<file path="src/rtl/ips_bram_arb_if.sv">
// Request/response and BRAM port-A bundle for the two-client BRAM arbiter.
// The arbiter uses the slave view; clients and the BRAM model use the master view.
interface ips_bram_arb_if #(
  parameter int WD_BRAM_ADR = 8,
  parameter int WD_BRAM_DAT = 32
);
  logic                   s_req0_valid;
  logic                   s_req0_ready;
  logic                   s_req0_we;
  logic [WD_BRAM_ADR-1:0] s_req0_addr;
  logic [WD_BRAM_DAT-1:0] s_req0_wdat;
  logic                   s_req1_valid;
  logic                   s_req1_ready;
  logic                   s_req1_we;
  logic [WD_BRAM_ADR-1:0] s_req1_addr;
  logic [WD_BRAM_DAT-1:0] s_req1_wdat;
  logic                   m_rsp0_valid;
  logic [WD_BRAM_DAT-1:0] m_rsp0_data;
  logic                   m_rsp1_valid;
  logic [WD_BRAM_DAT-1:0] m_rsp1_data;
  logic                   m_bram_ena;
  logic                   m_bram_wea;
  logic [WD_BRAM_ADR-1:0] m_bram_addra;
  logic [WD_BRAM_DAT-1:0] m_bram_dina;
  logic [WD_BRAM_DAT-1:0] m_bram_douta;

  modport slave (
    input  s_req0_valid, s_req0_we, s_req0_addr, s_req0_wdat,
    input  s_req1_valid, s_req1_we, s_req1_addr, s_req1_wdat,
    output s_req0_ready, s_req1_ready,
    output m_rsp0_valid, m_rsp0_data, m_rsp1_valid, m_rsp1_data,
    output m_bram_ena, m_bram_wea, m_bram_addra, m_bram_dina,
    input  m_bram_douta
  );

  modport master (
    output s_req0_valid, s_req0_we, s_req0_addr, s_req0_wdat,
    output s_req1_valid, s_req1_we, s_req1_addr, s_req1_wdat,
    input  s_req0_ready, s_req1_ready,
    input  m_rsp0_valid, m_rsp0_data, m_rsp1_valid, m_rsp1_data,
    input  m_bram_ena, m_bram_wea, m_bram_addra, m_bram_dina,
    output m_bram_douta
  );
endinterface

</file>
<file path="src/rtl/ips_bram_arb.sv">
// Round-robin arbiter sharing BRAM port A between two clients; reads are tagged
// through the fixed BRAM latency and returned in issue order to their owner.
module ips_bram_arb #(
  parameter int NB_BRAM_DLY = 2,
  parameter int WD_BRAM_ADR = 8,
  parameter int WD_BRAM_DAT = 32,
  parameter int WD_CNT      = 16
) (
  input  logic              i_sys_clk,
  input  logic              i_sys_resetn,
  ips_bram_arb_if.slave     bus,
  output logic [WD_CNT-1:0] o_conflict_cnt
);

  typedef enum logic {REQ0 = 1'b0, REQ1 = 1'b1} req_id_e;

  // Tag stages: one per BRAM latency clock plus the stage that lines up with douta.
  localparam int NB_TAG = NB_BRAM_DLY + 1;

  req_id_e                rr_q;
  logic                   gnt0, gnt1, acc;
  logic                   sel_we;
  logic [WD_BRAM_ADR-1:0] sel_addr;
  logic [WD_BRAM_DAT-1:0] sel_wdat;

  logic                   ena_p0, wea_p0;
  logic [WD_BRAM_ADR-1:0] addra_p0;
  logic [WD_BRAM_DAT-1:0] dina_p0;

  logic                   rd_vld_p [NB_TAG];
  req_id_e                rd_id_p  [NB_TAG];
  logic                   rsp_hit0, rsp_hit1;

  logic                   rsp0_vld_p, rsp1_vld_p;
  logic [WD_BRAM_DAT-1:0] rsp0_dat_p, rsp1_dat_p;
  logic [WD_CNT-1:0]      cnt_q;

  function automatic logic [WD_CNT-1:0] sat_inc(input logic [WD_CNT-1:0] v);
    return (&v) ? v : v + {{(WD_CNT-1){1'b0}}, 1'b1};
  endfunction

  // Grant is gated by reset so ready reads 0 while reset is asserted.
  always_comb begin
    gnt0 = 1'b0;
    gnt1 = 1'b0;
    if (i_sys_resetn) begin
      if (bus.s_req0_valid && (!bus.s_req1_valid || rr_q == REQ0)) gnt0 = 1'b1;
      else if (bus.s_req1_valid)                                   gnt1 = 1'b1;
    end
  end

  assign acc      = gnt0 | gnt1;
  assign sel_we   = gnt1 ? bus.s_req1_we   : bus.s_req0_we;
  assign sel_addr = gnt1 ? bus.s_req1_addr : bus.s_req0_addr;
  assign sel_wdat = gnt1 ? bus.s_req1_wdat : bus.s_req0_wdat;

  assign rsp_hit0 = rd_vld_p[NB_TAG-1] && (rd_id_p[NB_TAG-1] == REQ0);
  assign rsp_hit1 = rd_vld_p[NB_TAG-1] && (rd_id_p[NB_TAG-1] == REQ1);

  // p0: accepted request onto the BRAM port, tag stage 0, priority pointer
  always_ff @(posedge i_sys_clk or negedge i_sys_resetn) begin
    if (!i_sys_resetn) begin
      rr_q     <= REQ0;
      ena_p0   <= 1'b0;
      wea_p0   <= 1'b0;
      addra_p0 <= '0;
      dina_p0  <= '0;
      cnt_q    <= '0;
    end else begin
      ena_p0 <= acc;
      wea_p0 <= acc & sel_we;
      if (acc) begin
        rr_q     <= gnt0 ? REQ1 : REQ0;
        addra_p0 <= sel_addr;
        dina_p0  <= sel_wdat;
      end
      if (bus.s_req0_valid && bus.s_req1_valid) cnt_q <= sat_inc(cnt_q);
    end
  end

  // p1..pN: read tags ride alongside the BRAM latency; in-flight tags die on reset
  always_ff @(posedge i_sys_clk or negedge i_sys_resetn) begin
    if (!i_sys_resetn) begin
      for (int i = 0; i < NB_TAG; i++) begin
        rd_vld_p[i] <= 1'b0;
        rd_id_p[i]  <= REQ0;
      end
    end else begin
      rd_vld_p[0] <= acc & ~sel_we;
      rd_id_p[0]  <= gnt1 ? REQ1 : REQ0;
      for (int i = 1; i < NB_TAG; i++) begin
        rd_vld_p[i] <= rd_vld_p[i-1];
        rd_id_p[i]  <= rd_id_p[i-1];
      end
    end
  end

  // Response stage: capture douta for the tagged owner; the other side holds
  always_ff @(posedge i_sys_clk or negedge i_sys_resetn) begin
    if (!i_sys_resetn) begin
      rsp0_vld_p <= 1'b0;
      rsp1_vld_p <= 1'b0;
      rsp0_dat_p <= '0;
      rsp1_dat_p <= '0;
    end else begin
      rsp0_vld_p <= rsp_hit0;
      rsp1_vld_p <= rsp_hit1;
      if (rsp_hit0) rsp0_dat_p <= bus.m_bram_douta;
      if (rsp_hit1) rsp1_dat_p <= bus.m_bram_douta;
    end
  end

  assign bus.s_req0_ready = gnt0;
  assign bus.s_req1_ready = gnt1;
  assign bus.m_bram_ena   = ena_p0;
  assign bus.m_bram_wea   = wea_p0;
  assign bus.m_bram_addra = addra_p0;
  assign bus.m_bram_dina  = dina_p0;
  assign bus.m_rsp0_valid = rsp0_vld_p;
  assign bus.m_rsp0_data  = rsp0_dat_p;
  assign bus.m_rsp1_valid = rsp1_vld_p;
  assign bus.m_rsp1_data  = rsp1_dat_p;
  assign o_conflict_cnt   = cnt_q;

endmodule

</file>
<file path="src/flat_wrapper.sv">
// flat-port wrapper written by rule: the top's interface ports become plain ports
module ips_bram_arb_flat 
#(
  parameter int NB_BRAM_DLY = 2,
  parameter int WD_BRAM_ADR = 8,
  parameter int WD_BRAM_DAT = 32,
  parameter int WD_CNT      = 16
)
  (i_sys_clk, i_sys_resetn, o_conflict_cnt, bus_s_req0_valid, bus_s_req0_we, bus_s_req0_addr, bus_s_req0_wdat, bus_s_req1_valid, bus_s_req1_we, bus_s_req1_addr, bus_s_req1_wdat, bus_s_req0_ready, bus_s_req1_ready, bus_m_rsp0_valid, bus_m_rsp0_data, bus_m_rsp1_valid, bus_m_rsp1_data, bus_m_bram_ena, bus_m_bram_wea, bus_m_bram_addra, bus_m_bram_dina, bus_m_bram_douta);
  ips_bram_arb_if #(.WD_BRAM_ADR(WD_BRAM_ADR), .WD_BRAM_DAT(WD_BRAM_DAT)) bus_i ();
  input  logic i_sys_clk;
  input  logic i_sys_resetn;
  output logic [WD_CNT-1:0] o_conflict_cnt;
  input wire logic [$bits(bus_i.s_req0_valid)-1:0] bus_s_req0_valid;
  input wire logic [$bits(bus_i.s_req0_we)-1:0] bus_s_req0_we;
  input wire logic [$bits(bus_i.s_req0_addr)-1:0] bus_s_req0_addr;
  input wire logic [$bits(bus_i.s_req0_wdat)-1:0] bus_s_req0_wdat;
  input wire logic [$bits(bus_i.s_req1_valid)-1:0] bus_s_req1_valid;
  input wire logic [$bits(bus_i.s_req1_we)-1:0] bus_s_req1_we;
  input wire logic [$bits(bus_i.s_req1_addr)-1:0] bus_s_req1_addr;
  input wire logic [$bits(bus_i.s_req1_wdat)-1:0] bus_s_req1_wdat;
  output wire logic [$bits(bus_i.s_req0_ready)-1:0] bus_s_req0_ready;
  output wire logic [$bits(bus_i.s_req1_ready)-1:0] bus_s_req1_ready;
  output wire logic [$bits(bus_i.m_rsp0_valid)-1:0] bus_m_rsp0_valid;
  output wire logic [$bits(bus_i.m_rsp0_data)-1:0] bus_m_rsp0_data;
  output wire logic [$bits(bus_i.m_rsp1_valid)-1:0] bus_m_rsp1_valid;
  output wire logic [$bits(bus_i.m_rsp1_data)-1:0] bus_m_rsp1_data;
  output wire logic [$bits(bus_i.m_bram_ena)-1:0] bus_m_bram_ena;
  output wire logic [$bits(bus_i.m_bram_wea)-1:0] bus_m_bram_wea;
  output wire logic [$bits(bus_i.m_bram_addra)-1:0] bus_m_bram_addra;
  output wire logic [$bits(bus_i.m_bram_dina)-1:0] bus_m_bram_dina;
  input wire logic [$bits(bus_i.m_bram_douta)-1:0] bus_m_bram_douta;
  assign bus_i.s_req0_valid = bus_s_req0_valid;
  assign bus_i.s_req0_we = bus_s_req0_we;
  assign bus_i.s_req0_addr = bus_s_req0_addr;
  assign bus_i.s_req0_wdat = bus_s_req0_wdat;
  assign bus_i.s_req1_valid = bus_s_req1_valid;
  assign bus_i.s_req1_we = bus_s_req1_we;
  assign bus_i.s_req1_addr = bus_s_req1_addr;
  assign bus_i.s_req1_wdat = bus_s_req1_wdat;
  assign bus_s_req0_ready = bus_i.s_req0_ready;
  assign bus_s_req1_ready = bus_i.s_req1_ready;
  assign bus_m_rsp0_valid = bus_i.m_rsp0_valid;
  assign bus_m_rsp0_data = bus_i.m_rsp0_data;
  assign bus_m_rsp1_valid = bus_i.m_rsp1_valid;
  assign bus_m_rsp1_data = bus_i.m_rsp1_data;
  assign bus_m_bram_ena = bus_i.m_bram_ena;
  assign bus_m_bram_wea = bus_i.m_bram_wea;
  assign bus_m_bram_addra = bus_i.m_bram_addra;
  assign bus_m_bram_dina = bus_i.m_bram_dina;
  assign bus_i.m_bram_douta = bus_m_bram_douta;
  ips_bram_arb #(.NB_BRAM_DLY(NB_BRAM_DLY), .WD_BRAM_ADR(WD_BRAM_ADR), .WD_BRAM_DAT(WD_BRAM_DAT), .WD_CNT(WD_CNT)) u_core (.i_sys_clk(i_sys_clk), .i_sys_resetn(i_sys_resetn), .bus(bus_i), .o_conflict_cnt(o_conflict_cnt));
endmodule
</file>
<file path="config.mk">
export PLATFORM = sky130hd
export DESIGN_NAME = ips_bram_arb_flat
export DESIGN_NICKNAME = d
export VERILOG_FILES = /design/src/rtl/ips_bram_arb_if.sv /design/src/rtl/ips_bram_arb.sv /design/src/flat_wrapper.sv
export SDC_FILE = /design/constraint.sdc
export NUM_CORES = 1
export LEC_CHECK = 0
export CAP_MARGIN = 20
export CORE_MARGIN = 8
export CORE_UTILIZATION = 41
export CTS_CLUSTER_DIAMETER = 150
export DETAILED_ROUTE_END_ITERATION = 16
export PLACE_DENSITY = 0.9
export SYNTH_ARGS = -nofsm -noshare
export SYNTH_HDL_FRONTEND = slang
export SYNTH_SLANG_ARGS = --single-unit
</file>
<file path="constraint.sdc">
create_clock -name i_sys_clk -period 2.1 [get_ports i_sys_clk]
set_input_delay 0.63 -clock i_sys_clk [delete_from_list [all_inputs] [get_ports i_sys_clk]]
set_output_delay 0.63 -clock i_sys_clk [all_outputs]
set_load 0.1 [all_outputs]
</file>
==> results of run 1 <==
## cell usage after synthesis
cell / count
sky130_fd_sc_hd__xnor2_1: 1
sky130_fd_sc_hd__or4_4: 1
sky130_fd_sc_hd__clkbuf_1: 16
sky130_fd_sc_hd__nand4_1: 4
sky130_fd_sc_hd__nor4_2: 1
sky130_fd_sc_hd__nor4_4: 1
sky130_fd_sc_hd__and3_1: 1
sky130_fd_sc_hd__nor3b_1: 1
sky130_fd_sc_hd__o21ai_0: 1
sky130_fd_sc_hd__xor2_1: 13
sky130_fd_sc_hd__nand3_1: 2
sky130_fd_sc_hd__buf_2: 1
sky130_fd_sc_hd__mux2_1: 1
sky130_fd_sc_hd__nor4_1: 2
sky130_fd_sc_hd__nor4b_2: 1
sky130_fd_sc_hd__a22o_1: 1
sky130_fd_sc_hd__o21ai_1: 1
sky130_fd_sc_hd__or2_0: 1
sky130_fd_sc_hd__nor2_2: 1
sky130_fd_sc_hd__a21oi_1: 2
sky130_fd_sc_hd__o22ai_1: 1
sky130_fd_sc_hd__nand2_1: 93
sky130_fd_sc_hd__nor2_1: 5
sky130_fd_sc_hd__dfrtp_1: 131
sky130_fd_sc_hd__nor3_1: 6
sky130_fd_sc_hd__nor2b_1: 1
sky130_fd_sc_hd__or3_1: 1
sky130_fd_sc_hd__mux2_2: 65
sky130_fd_sc_hd__buf_1: 3
sky130_fd_sc_hd__a22oi_1: 40
sky130_fd_sc_hd__ha_1: 1
sky130_fd_sc_hd__or2_1: 1
sky130_fd_sc_hd__nand4_2: 1
sky130_fd_sc_hd__inv_1: 6
## cell type report
cell class,count,share of cell area
sequential,131,0.339
timing repair buffer,254,0.389
clock inverter,10,0.0135
tap,172,0.0221
inverter,6,0.00232
multi-input combinational,251,0.186
clock buffer,22,0.0477
## power by group
part           internal (W)  switching, W  leakage (nW)
registers           0.00314      0.000750          1.57
logic               0.00287       0.00522          2.50
clock network       0.00192       0.00105         0.294
## routing by layer
metal  GRT usage  wire length, um
met1       0.232             6540
met2       0.395             8970
met3       0.119             2020
met4      0.0643              233
met5           0                0
## cells by family after synthesis
family / share of synthesized area
muxes: 0.144
adders and majority gates: 0.00243
buffers and inverters: 0.0192
and+or+nand+nor: 0.109
DFF: 0.636
xor gates and xnor gates: 0.0238
AOI/OAI and AO/OA: 0.0651
## sequential cells by signal, summed over array words and instances, names as in the netlist, 3 cells and up
signal,cells
u_core.rd_id_p,3
u_core.rd_vld_p,3
u_core.o_conflict_cnt,16
u_core.bus.m_rsp0_data,32
u_core.bus.m_bram_addra,8
u_core.bus.m_bram_dina,32
u_core.bus.m_rsp1_data,32
## final timing paths
| check | start | to | cells after the start |
|---|---|---|---|
| worst max register to register | u_core.o_conflict_cnt[1] | u_core.o_conflict_cnt[1] | 5 |
| min in group i_sys_clk | u_core.rd_vld_p[1] | u_core.rd_vld_p[0] | 0 |
| worst min register to register | u_core.rd_vld_p[1] | u_core.rd_vld_p[0] | 0 |
| worst max-delay path | bus_s_req1_valid | bus_s_req0_ready | 4 |
| max in group asynchronous | i_sys_resetn | u_core.o_conflict_cnt[15] | 3 |
| worst min-delay path | i_sys_resetn | u_core.rr_q | 2 |
## placed cells by master, fill, tap and decap left out, types with 2 or more instances in the layout
master,n
sky130_fd_sc_hd__dfrtp_2,16
sky130_fd_sc_hd__clkbuf_1,3
sky130_fd_sc_hd__clkbuf_16,17
sky130_fd_sc_hd__dlygate4sd2_1,2
sky130_fd_sc_hd__nor4_1,2
sky130_fd_sc_hd__inv_1,6
sky130_fd_sc_hd__a22oi_1,40
sky130_fd_sc_hd__buf_12,127
sky130_fd_sc_hd__dfrtp_1,115
sky130_fd_sc_hd__clkbuf_8,2
sky130_fd_sc_hd__nor3_1,6
sky130_fd_sc_hd__a21oi_4,2
sky130_fd_sc_hd__clkinv_2,5
sky130_fd_sc_hd__clkdlybuf4s50_1,114
sky130_fd_sc_hd__bufinv_16,3
sky130_fd_sc_hd__nand4_1,4
sky130_fd_sc_hd__nor2_1,5
sky130_fd_sc_hd__xor2_1,13
sky130_fd_sc_hd__nand2_1,93
sky130_fd_sc_hd__nand3_1,2
sky130_fd_sc_hd__mux2_2,65
sky130_fd_sc_hd__buf_4,10
## through the flow
| stage | instance area, sq um | setup slack, ns | instances | TNS [ns] |
|---|---|---|---|---|
| finish | 9720 | 0.0357 | 846 | 0 |
| global route | 9720 | 0.0110 | 846 | 0 |
| CTS | 9720 | 0.0313 | 846 | 0 |
| detailed placement | 9130 | -0.327 | 814 | -7.26 |
| global placement | 9130 | -0.291 | 814 | -4.39 |
| floorplan | 5180 | 0.0222 | 408 | 0 |
## timing repair
item | in CTS | in global routing
hold endpoints to repair | 0 | 0
gates resized for setup | 2 | 0
setup endpoints to repair | 2 | 0
==> summary.md, run 1 <==
- 0.764 mV — Max IR drop VDD
- 408 — synthesized netlist cell count
- 0.41 ns — clock latency of the later-clocked register in the worst-skew pair
- 0.27 ns — highest cell delay on the worst timing path
- primary output — CP Capture Type
- 3 — biggest fanout along the worst timing path
- 0.268 ns — smallest hold slack
- 0.383 — share of final-layout standard cells stronger than drive strength 1
- 88.7% — Area Overhead vs Synth
- 12500 sq um — Placeable Area
- 1810 sq um — footprint of the multi-input gates
- 128 um — Die X-Extent
- 0 — Yosys Warn Count
- 527 — Net Count, Synth
- 131 — Yosys reg bits
- built — CTS tree
- 128 um — height of the chip
- 0.636 — sequential-to-total area share from yosys stat
- 0 — hold buffers post-CTS
- 0 — number of design rule violations left after detail routing
- 0.0149 W — overall power consumption
- sky130_fd_sc_hd__dlygate4sd2_1 — CP max-delay cell
- 0 — diode insertion count for antenna repair
- 0.413 — initial standard-cell utilization of the core
- 17 — clock buffer count from CTS
- 0.0118 ns — clock tree skew after final layout
- finished clean — outcome
- 232 — number of DRC violations after detailed-routing iteration 0
- 0.636 — post-synth top area share
- 243 — number of I/O port buffers
- input port to asynchronous set/reset pin — class of the worst hold path
- 0 — total congestion overflow after global routing
- 0 — count of buffers added by post-CTS timing repair for setup
- 21.0 um — Avg WL per Cell
- 27900 um — wire length of the first global-routing pass
- 13800 um — half-perimeter wire length of the detailed placement result
- 131 — clock tree sinks
- 5 — number of iterations in the first detailed-routing pass
- 3 — Worst Path Buf+Inv
- 484 MHz — max frequency
- 0.26 ns — internal reg-to-reg setup slack
- 0.834 — RD Place Congestion
- 0.983 — share of the cycle needed by the critical path after routing
- 2 — clock tree buffer depth
- 5.07 — vias per std cell
- 1.43 ns — data arrival at the endpoint of the critical path
- 0 — final-report max-slew violation count
- 1.47 ns — endpoint required time on the critical path
- 0.532 — Slew Limit Headroom
- dlygate4sd2_1 > buf_4 > a21oi_4 > buf_12 — cell breakdown of the critical path
- 0 — antenna-violating nets left
- 17800 um — sum of routed wire length over all layers
- 0.780 — Layout Utilization
- 0.06 ns — clock-pin slew of the registers on the worst-case setup and hold paths
- 5150 sq um — synthesized area
- no — RSZ-0062 raised after global routing
- sky130_fd_sc_hd__clkbuf_16 — root buffer selected by CTS
- 0 — max-capacitance violation count
- 4 — CTS H-tree depth
- 58 — pin count of the biggest net entering global routing
- 4290 — routed via count
- 0.227 — combined global-route utilization of all metal layers
- 16400 sq um — floorplan die area
- 34 — distinct cell type count of the synthesized netlist
- 12.6 sq um — synthesized area per cell
- 0 — antenna violations before repair
- 670 — layout filler cell count
- 1540 nW/um^2 — Pwr per Cell Area
- 0 — Final Hold Vio Count
- sky130_fd_sc_hd__dfrtp_1 (64%), sky130_fd_sc_hd__mux2_2 (14%), sky130_fd_sc_hd__nand2_1 (6.8%), sky130_fd_sc_hd__a22oi_1 (5.8%), sky130_fd_sc_hd__xor2_1 (2.2%) — cell types with the largest area share after synthesis
- buffers and inverters — kind of cell adding the most delay to the critical path
- 41 — floorplan row count
- 780 — Net count, final
- 0 — Final Setup Violations
- 3300 sq um — area of all sequential standard cells
- sky130_fd_sc_hd__dfrtp_1 — cell type with the largest total area after synthesis
- 2.06 ns — minimum clock period after layout
- 244 — boundary pin count
- input port to primary output — critical path start-end classification
- 4906 — number of global-route vias before repair
- 4.36 nW — leak pwr
- input port — Startpoint Class
- 0.703 ns — slew of the pin with the lowest slew margin
Power figures use the tool's default switching activity.
==> run 2, diff against run 1 <==
==> constraint.sdc (replaced) <==
create_clock -name i_sys_clk -period 2.2 [get_ports i_sys_clk]
set_input_delay 0.66 -clock i_sys_clk [delete_from_list [all_inputs] [get_ports i_sys_clk]]
set_output_delay 0.66 -clock i_sys_clk [all_outputs]
set_load 0.1 [all_outputs]
==> run 2 against run 1 <==
Hold slack about the same. Setup slack improved by 0.048 ns. Clock power decreased by 4%. Design area decreased by 14%. First-iteration DRC count increased by 9.9%. Register-to-register slack improved by 0.11 ns. Cell count increased by 0.12%. Global-route usage decreased by 3.5 points. Via count decreased by 1.3%. Utilization decreased by 11 points. Clock skew decreased by 0.0032 ns. Critical path type unchanged. Largest cell class is now sequential cells.
==> summary.md, run 2 (synthesis results as in run 1) <==
- finished clean — outcome, unchanged
- 3300 sq um — area of all sequential standard cells, unchanged
- 1.46 ns — data arrival at the endpoint of the critical path, was 1.43 ns
- 128 um — Die X-Extent, unchanged
- 15700 um — sum of routed wire length over all layers, was 17800 um
- 780 — Net count, final, unchanged
- 0.00864 ns — clock tree skew after final layout, was 0.0118 ns
- 2 — cells resized by post-CTS repair, unchanged
- 17 — clock buffer count from CTS, unchanged
- sky130_fd_sc_hd__buf_4 — leading cell type in the layout, fill and taps excluded, was sky130_fd_sc_hd__buf_12
- 16400 sq um — floorplan die area, unchanged
- 0.780 mV — Max IR drop VDD, was 0.764 mV
- 0 — number of design rule violations left after detail routing, unchanged
- 0.387 — share of final-layout standard cells stronger than drive strength 1, was 0.383
- 74 — pin count of the biggest net entering global routing, was 58
- 1.54 ns — endpoint required time on the critical path, was 1.47 ns
- 244 — boundary pin count, unchanged
- input port to asynchronous set/reset pin — class of the worst hold path, unchanged
- 5 — number of iterations in the first detailed-routing pass, unchanged
- 4235 — routed via count, was 4290
- 4 — biggest fanout along the worst timing path, was 3
- 0 — count of buffers added by post-CTS timing repair for setup, unchanged
- 0.268 ns — smallest hold slack, about the same
- 2 — antenna violations before repair, was 0
- input port — Startpoint Class, unchanged
- 1810 sq um — footprint of the multi-input gates, unchanged
- input port to primary output — critical path start-end classification, unchanged
- 0 — final-report max-slew violation count, unchanged
- 128 um — height of the chip, unchanged
- 11900 um — half-perimeter wire length of the detailed placement result, was 13800 um
- 0 — antenna-violating nets left, unchanged
- 0 ns — setup tns final, unchanged
- built — CTS tree, unchanged
- 472 MHz — max frequency
- 2.12 ns — minimum clock period after layout
- no — RSZ-0062 raised after global routing, unchanged
- 0 — total congestion overflow after global routing, unchanged
- 18.6 um — Avg WL per Cell, was 21.0 um
- 24800 um — wire length of the first global-routing pass, was 27900 um
- 5.00 — vias per std cell, was 5.07
- 63.2% — Area Overhead vs Synth, was 88.7%
- primary output — CP Capture Type, unchanged
- 0 — max-capacitance violation count, unchanged
- 131 — clock tree sinks, unchanged
- 243 — number of I/O port buffers, unchanged
- 4681 — number of global-route vias before repair, was 4906
- 255 — number of DRC violations after detailed-routing iteration 0, was 232
- 0.06 ns — clock-pin slew of the registers on the worst-case setup and hold paths, about the same
- 0.881 ns — slew of the pin with the lowest slew margin, was 0.703 ns
- 4 — CTS H-tree depth, unchanged
- 0 — hold buffers post-CTS, unchanged
- 0.40 ns — clock latency of the later-clocked register in the worst-skew pair, was 0.41 ns
- 2 — clock tree buffer depth, unchanged
- 0.413 — initial standard-cell utilization of the core, unchanged
- 0 — Final Setup Violations, unchanged
- 0.413 — Slew Limit Headroom, was 0.532
- 0.839 — RD Place Congestion, was 0.834
- 41 — floorplan row count, unchanged
- 843 — layout filler cell count, was 670
- sky130_fd_sc_hd__clkbuf_16 — root buffer selected by CTS, unchanged
- 0.962 — share of the cycle needed by the critical path after routing
- 3.90 nW — leak pwr, was 4.36 nW
- sky130_fd_sc_hd__buf_4 (116), sky130_fd_sc_hd__dfrtp_1 (115), sky130_fd_sc_hd__clkdlybuf4s50_1 (114) — most used cells in the layout excluding fill and tap cells, was sky130_fd_sc_hd__buf_12 (127), sky130_fd_sc_hd__dfrtp_1 (115), sky130_fd_sc_hd__clkdlybuf4s50_1 (114)
- 1500 nW/um^2 — Pwr per Cell Area, was 1540 nW/um^2
- 0.192 — combined global-route utilization of all metal layers, was 0.227
- 0 — Final Hold Vio Count, unchanged
- 12500 sq um — Placeable Area, unchanged
-- run 2: layer usage --
| metal | vias to the layer above | share of wire | GRT usage |
|---|---|---|---|
| met5 | - | 0.00057 | 0 |
| met4 | 2 | 0.011 | 0.0524 |
| met3 | 15 | 0.12 | 0.0953 |
| met2 | 222 | 0.47 | 0.309 |
| met1 | 2059 | 0.40 | 0.221 |
| li1 | 1937 | - | - |
-- run 2: power breakdown --
part,internal [W],leakage (nW),switching [W]
sequential,0.00299,1.57,0.000422
combinational,0.00147,2.04,0.00493
clock,0.00179,0.296,0.00104
total,0.00625,3.90,0.00639
-- run 2: cell type report --
class / instances / area share
antenna: 1 / 0.000298
clock buffer: 21 / 0.0571
clock inverter: 11 / 0.0149
inverter: 6 / 0.00268
multi-input combinational: 251 / 0.215
sequential: 131 / 0.392
tap: 172 / 0.0256
timing repair buffer: 254 / 0.293
-- run 2: worst max-delay path, cell delays in order --
cell and delay, ns:
sky130_fd_sc_hd__dlygate4sd2_1 0.28, sky130_fd_sc_hd__buf_4 0.15, sky130_fd_sc_hd__a21oi_4 0.17, sky130_fd_sc_hd__buf_12 0.19
-- run 2: path summary, 6_finish.rpt --
kind,start,end,slack (ns),cells past startpoint
min in group i_sys_clk,u_core.rd_vld_p[1],u_core.rd_vld_p[0],0.35,0
hold reg to reg,u_core.rd_vld_p[1],u_core.rd_vld_p[0],0.35,0
max in group asynchronous,i_sys_resetn,u_core.bus.m_rsp0_data[9],1.12,2
setup reg to reg,u_core.o_conflict_cnt[1],u_core.o_conflict_cnt[1],0.37,5
hold / removal,i_sys_resetn,u_core.o_conflict_cnt[0],0.27,2
setup / recovery,bus_s_req0_valid,bus_s_req1_ready,0.08,4
-- run 2: stage by stage --
step / util / instances / area, sq um / worst slack (ns) / total power (W)
2_1_floorplan: - / 408 / 5180 / 0.0689 / 0.00809
3_3_place_gp: 0.626 / 814 / 7800 / -0.177 / 0.00975
3_5_place_dp: 0.626 / 814 / 7800 / -0.230 / 0.00988
4_1_cts: 0.674 / 846 / 8410 / 0.0746 / 0.0127
5_1_grt: 0.675 / 847 / 8410 / 0.0537 / 0.0130
6_report: 0.675 / 847 / 8410 / 0.0832 / 0.0126
==> run 3, diff against run 2 <==
--- a/config.mk
+++ b/config.mk
@@ -10,6 +10,7 @@
 export CORE_UTILIZATION = 41
 export CTS_CLUSTER_DIAMETER = 150
 export DETAILED_ROUTE_END_ITERATION = 16
+export GPL_TIMING_DRIVEN = 0
 export PLACE_DENSITY = 0.9
 export SYNTH_ARGS = -nofsm -noshare
 export SYNTH_HDL_FRONTEND = slang
==> run 3 against run 2 <==
Die area unchanged. Maximum frequency down 1.8%. Register-to-register slack better by 0.04 ns. Clock power up 7%.
==> summary.md, run 3 (synthesis results as in run 1) <==
- 131 — clock tree sinks, unchanged
- input port to asynchronous set/reset pin — class of the worst hold path, unchanged
- no — RSZ-0062 raised after global routing, unchanged
- 12500 sq um — Placeable Area, unchanged
- finished clean — outcome, unchanged
- 4 — CTS H-tree depth, unchanged
- 243 — number of I/O port buffers, unchanged
- 0.06 ns — clock-pin slew of the registers on the worst-case setup and hold paths, about the same
- 16400 sq um — floorplan die area, unchanged
- 51 — pin count of the biggest net entering global routing, was 74
- 72.8% — Area Overhead vs Synth, was 63.2%
- 41 — floorplan row count, unchanged
- 0 — Final Hold Vio Count, unchanged
- 0.714 — Layout Utilization, was 0.675
- 0 — antenna violations before repair, was 2
- 19.7 um — Avg WL per Cell, was 18.6 um
- 17100 um — sum of routed wire length over all layers, was 15700 um
- 5.01 — vias per std cell, was 5.00
- 4898 — number of global-route vias before repair, was 4681
- 807 — layout filler cell count, was 843
- 0 — final-report max-slew violation count, unchanged
- 3.92 nW — leak pwr, was 3.90 nW
- 26900 um — wire length of the first global-routing pass, was 24800 um
- 0 — antenna-violating nets left, unchanged
- 2 — clock tree buffer depth, unchanged
- input port to primary output — critical path start-end classification, unchanged
- 0.980 — share of the cycle needed by the critical path after routing, was 0.962
- 0 — Final Setup Violations, unchanged
- 0.40 ns — clock latency of the later-clocked register in the worst-skew pair, about the same
- sky130_fd_sc_hd__clkdlybuf4s15_2 — leading cell type in the layout, fill and taps excluded, was sky130_fd_sc_hd__buf_4
- built — CTS tree, unchanged
- 0 — hold buffers post-CTS, unchanged
- sky130_fd_sc_hd__clkbuf_16 — root buffer selected by CTS, unchanged
- 0.804 — RD Place Congestion, was 0.839
- 799 — Net count, final, was 780
- 2.16 ns — minimum clock period after layout, was 2.12 ns
- 0.00799 ns — clock tree skew after final layout, was 0.00864 ns
- 0.413 — initial standard-cell utilization of the core, unchanged
- 464 MHz — max frequency, was 472 MHz
- 1430 nW/um^2 — Pwr per Cell Area, was 1500 nW/um^2
- 0.635 ns — slew of the pin with the lowest slew margin, was 0.881 ns
- 0 — max-capacitance violation count, unchanged
- sky130_fd_sc_hd__clkdlybuf4s15_2 (126), sky130_fd_sc_hd__dfrtp_1 (115), sky130_fd_sc_hd__clkdlybuf4s50_1 (114) — most used cells in the layout excluding fill and tap cells, was sky130_fd_sc_hd__buf_4 (116), sky130_fd_sc_hd__dfrtp_1 (115), sky130_fd_sc_hd__clkdlybuf4s50_1 (114)
- 0 — number of design rule violations left after detail routing, unchanged
- input port — Startpoint Class, unchanged
- 128 um — height of the chip, unchanged
- 0.211 — combined global-route utilization of all metal layers, was 0.192
- 271 — number of DRC violations after detailed-routing iteration 0, was 255
- 1.54 ns — endpoint required time on the critical path, about the same
- 0.381 — share of final-layout standard cells stronger than drive strength 1, was 0.387
- 128 um — Die X-Extent, unchanged
- 4 — number of iterations in the first detailed-routing pass, was 5
- 0.693 mV — Max IR drop VDD, was 0.780 mV
- 0.196 ns — smallest hold slack, was 0.268 ns
- primary output — CP Capture Type, unchanged
- 0.577 — Slew Limit Headroom, was 0.413
- 17 — clock buffer count from CTS, unchanged
- 244 — boundary pin count, unchanged
- 1.50 ns — data arrival at the endpoint of the critical path, was 1.46 ns
- 0 — total congestion overflow after global routing, unchanged
- 0 — diode insertion count for antenna repair, was 1
- 11 — biggest fanout along the worst timing path, was 4
- 12400 um — half-perimeter wire length of the detailed placement result, was 11900 um
- 4337 — routed via count, was 4235
-- run 3: timing repair --
item	in CTS	in global routing
buffers inserted	4	1
resized for setup	407	1
endpoints found under the setup margin	166	2
gates cloned	4	0
-- run 3: final cells by class --
type / instances / area, sq um / share of cell area
inverters: 6 / 22.5 / 0.00253
multi-input cells: 251 / 1810 / 0.203
clock buffers: 18 / 439 / 0.0493
plain buffers: 20 / 97.6 / 0.0110
repair buffers: 253 / 2820 / 0.317
flip-flops and latches: 131 / 3300 / 0.370
well taps: 172 / 215 / 0.0242
clock inverters: 14 / 201 / 0.0226
-- run 3: final timing paths --
path	start	endpoint	slack, ns	cells past startpoint
max	bus_s_req1_valid	bus_s_req1_ready	0.04	5
min	i_sys_resetn	u_core.bus.m_rsp1_data[7]	0.20	1
max reg2reg	u_core.o_conflict_cnt[1]	u_core.o_conflict_cnt[1]	0.41	5
min reg2reg	u_core.rd_vld_p[1]	u_core.rd_vld_p[0]	0.35	0
max in group asynchronous	i_sys_resetn	u_core.bus.m_bram_addra[2]	1.32	3
min in group i_sys_clk	u_core.rd_vld_p[1]	u_core.rd_vld_p[0]	0.35	0
-- run 3: stage by stage --
stage	std cells	power [W]	TNS, ns	cell area, sq um	setup WS (ns)
final	865	0.0128	0	8900	0.0442
after global routing	865	0.0132	0	8900	0.00198
after CTS	864	0.0128	0	8890	0.00191
after detailed placement	824	0.00986	-30.27	7860	-2.07
after global placement	823	0.00973	-808.62	7830	-6.26
after floorplan	408	0.00809	0	5180	0.0689
-- run 3: per-layer routing --
layer	wire length, um	global-route usage	part of all wire	vias to the layer above
li1	-	-	-	1961
met1	6730	0.234	0.39	2116
met2	8270	0.359	0.48	237
met3	1770	0.0869	0.10	23
met4	301	0.0685	0.018	0
met5	0	0	0	-
-- run 3: worst max-delay path, stage by stage --
cell,delay (ns)
sky130_fd_sc_hd__clkdlybuf4s15_2,0.26
sky130_fd_sc_hd__nand2_4,0.07
sky130_fd_sc_hd__a21oi_4,0.15
sky130_fd_sc_hd__buf_8,0.17
sky130_fd_sc_hd__buf_12,0.18
-- run 3: power by group --
group / switching [W] / leakage [nW] / total [W] / internal, W
Clock: 0.00109 / 0.313 / 0.00303 / 0.00195
Combinational: 0.00495 / 2.03 / 0.00635 / 0.00139
Sequential: 0.000395 / 1.57 / 0.00339 / 0.00299
Total: 0.00643 / 3.92 / 0.0128 / 0.00633
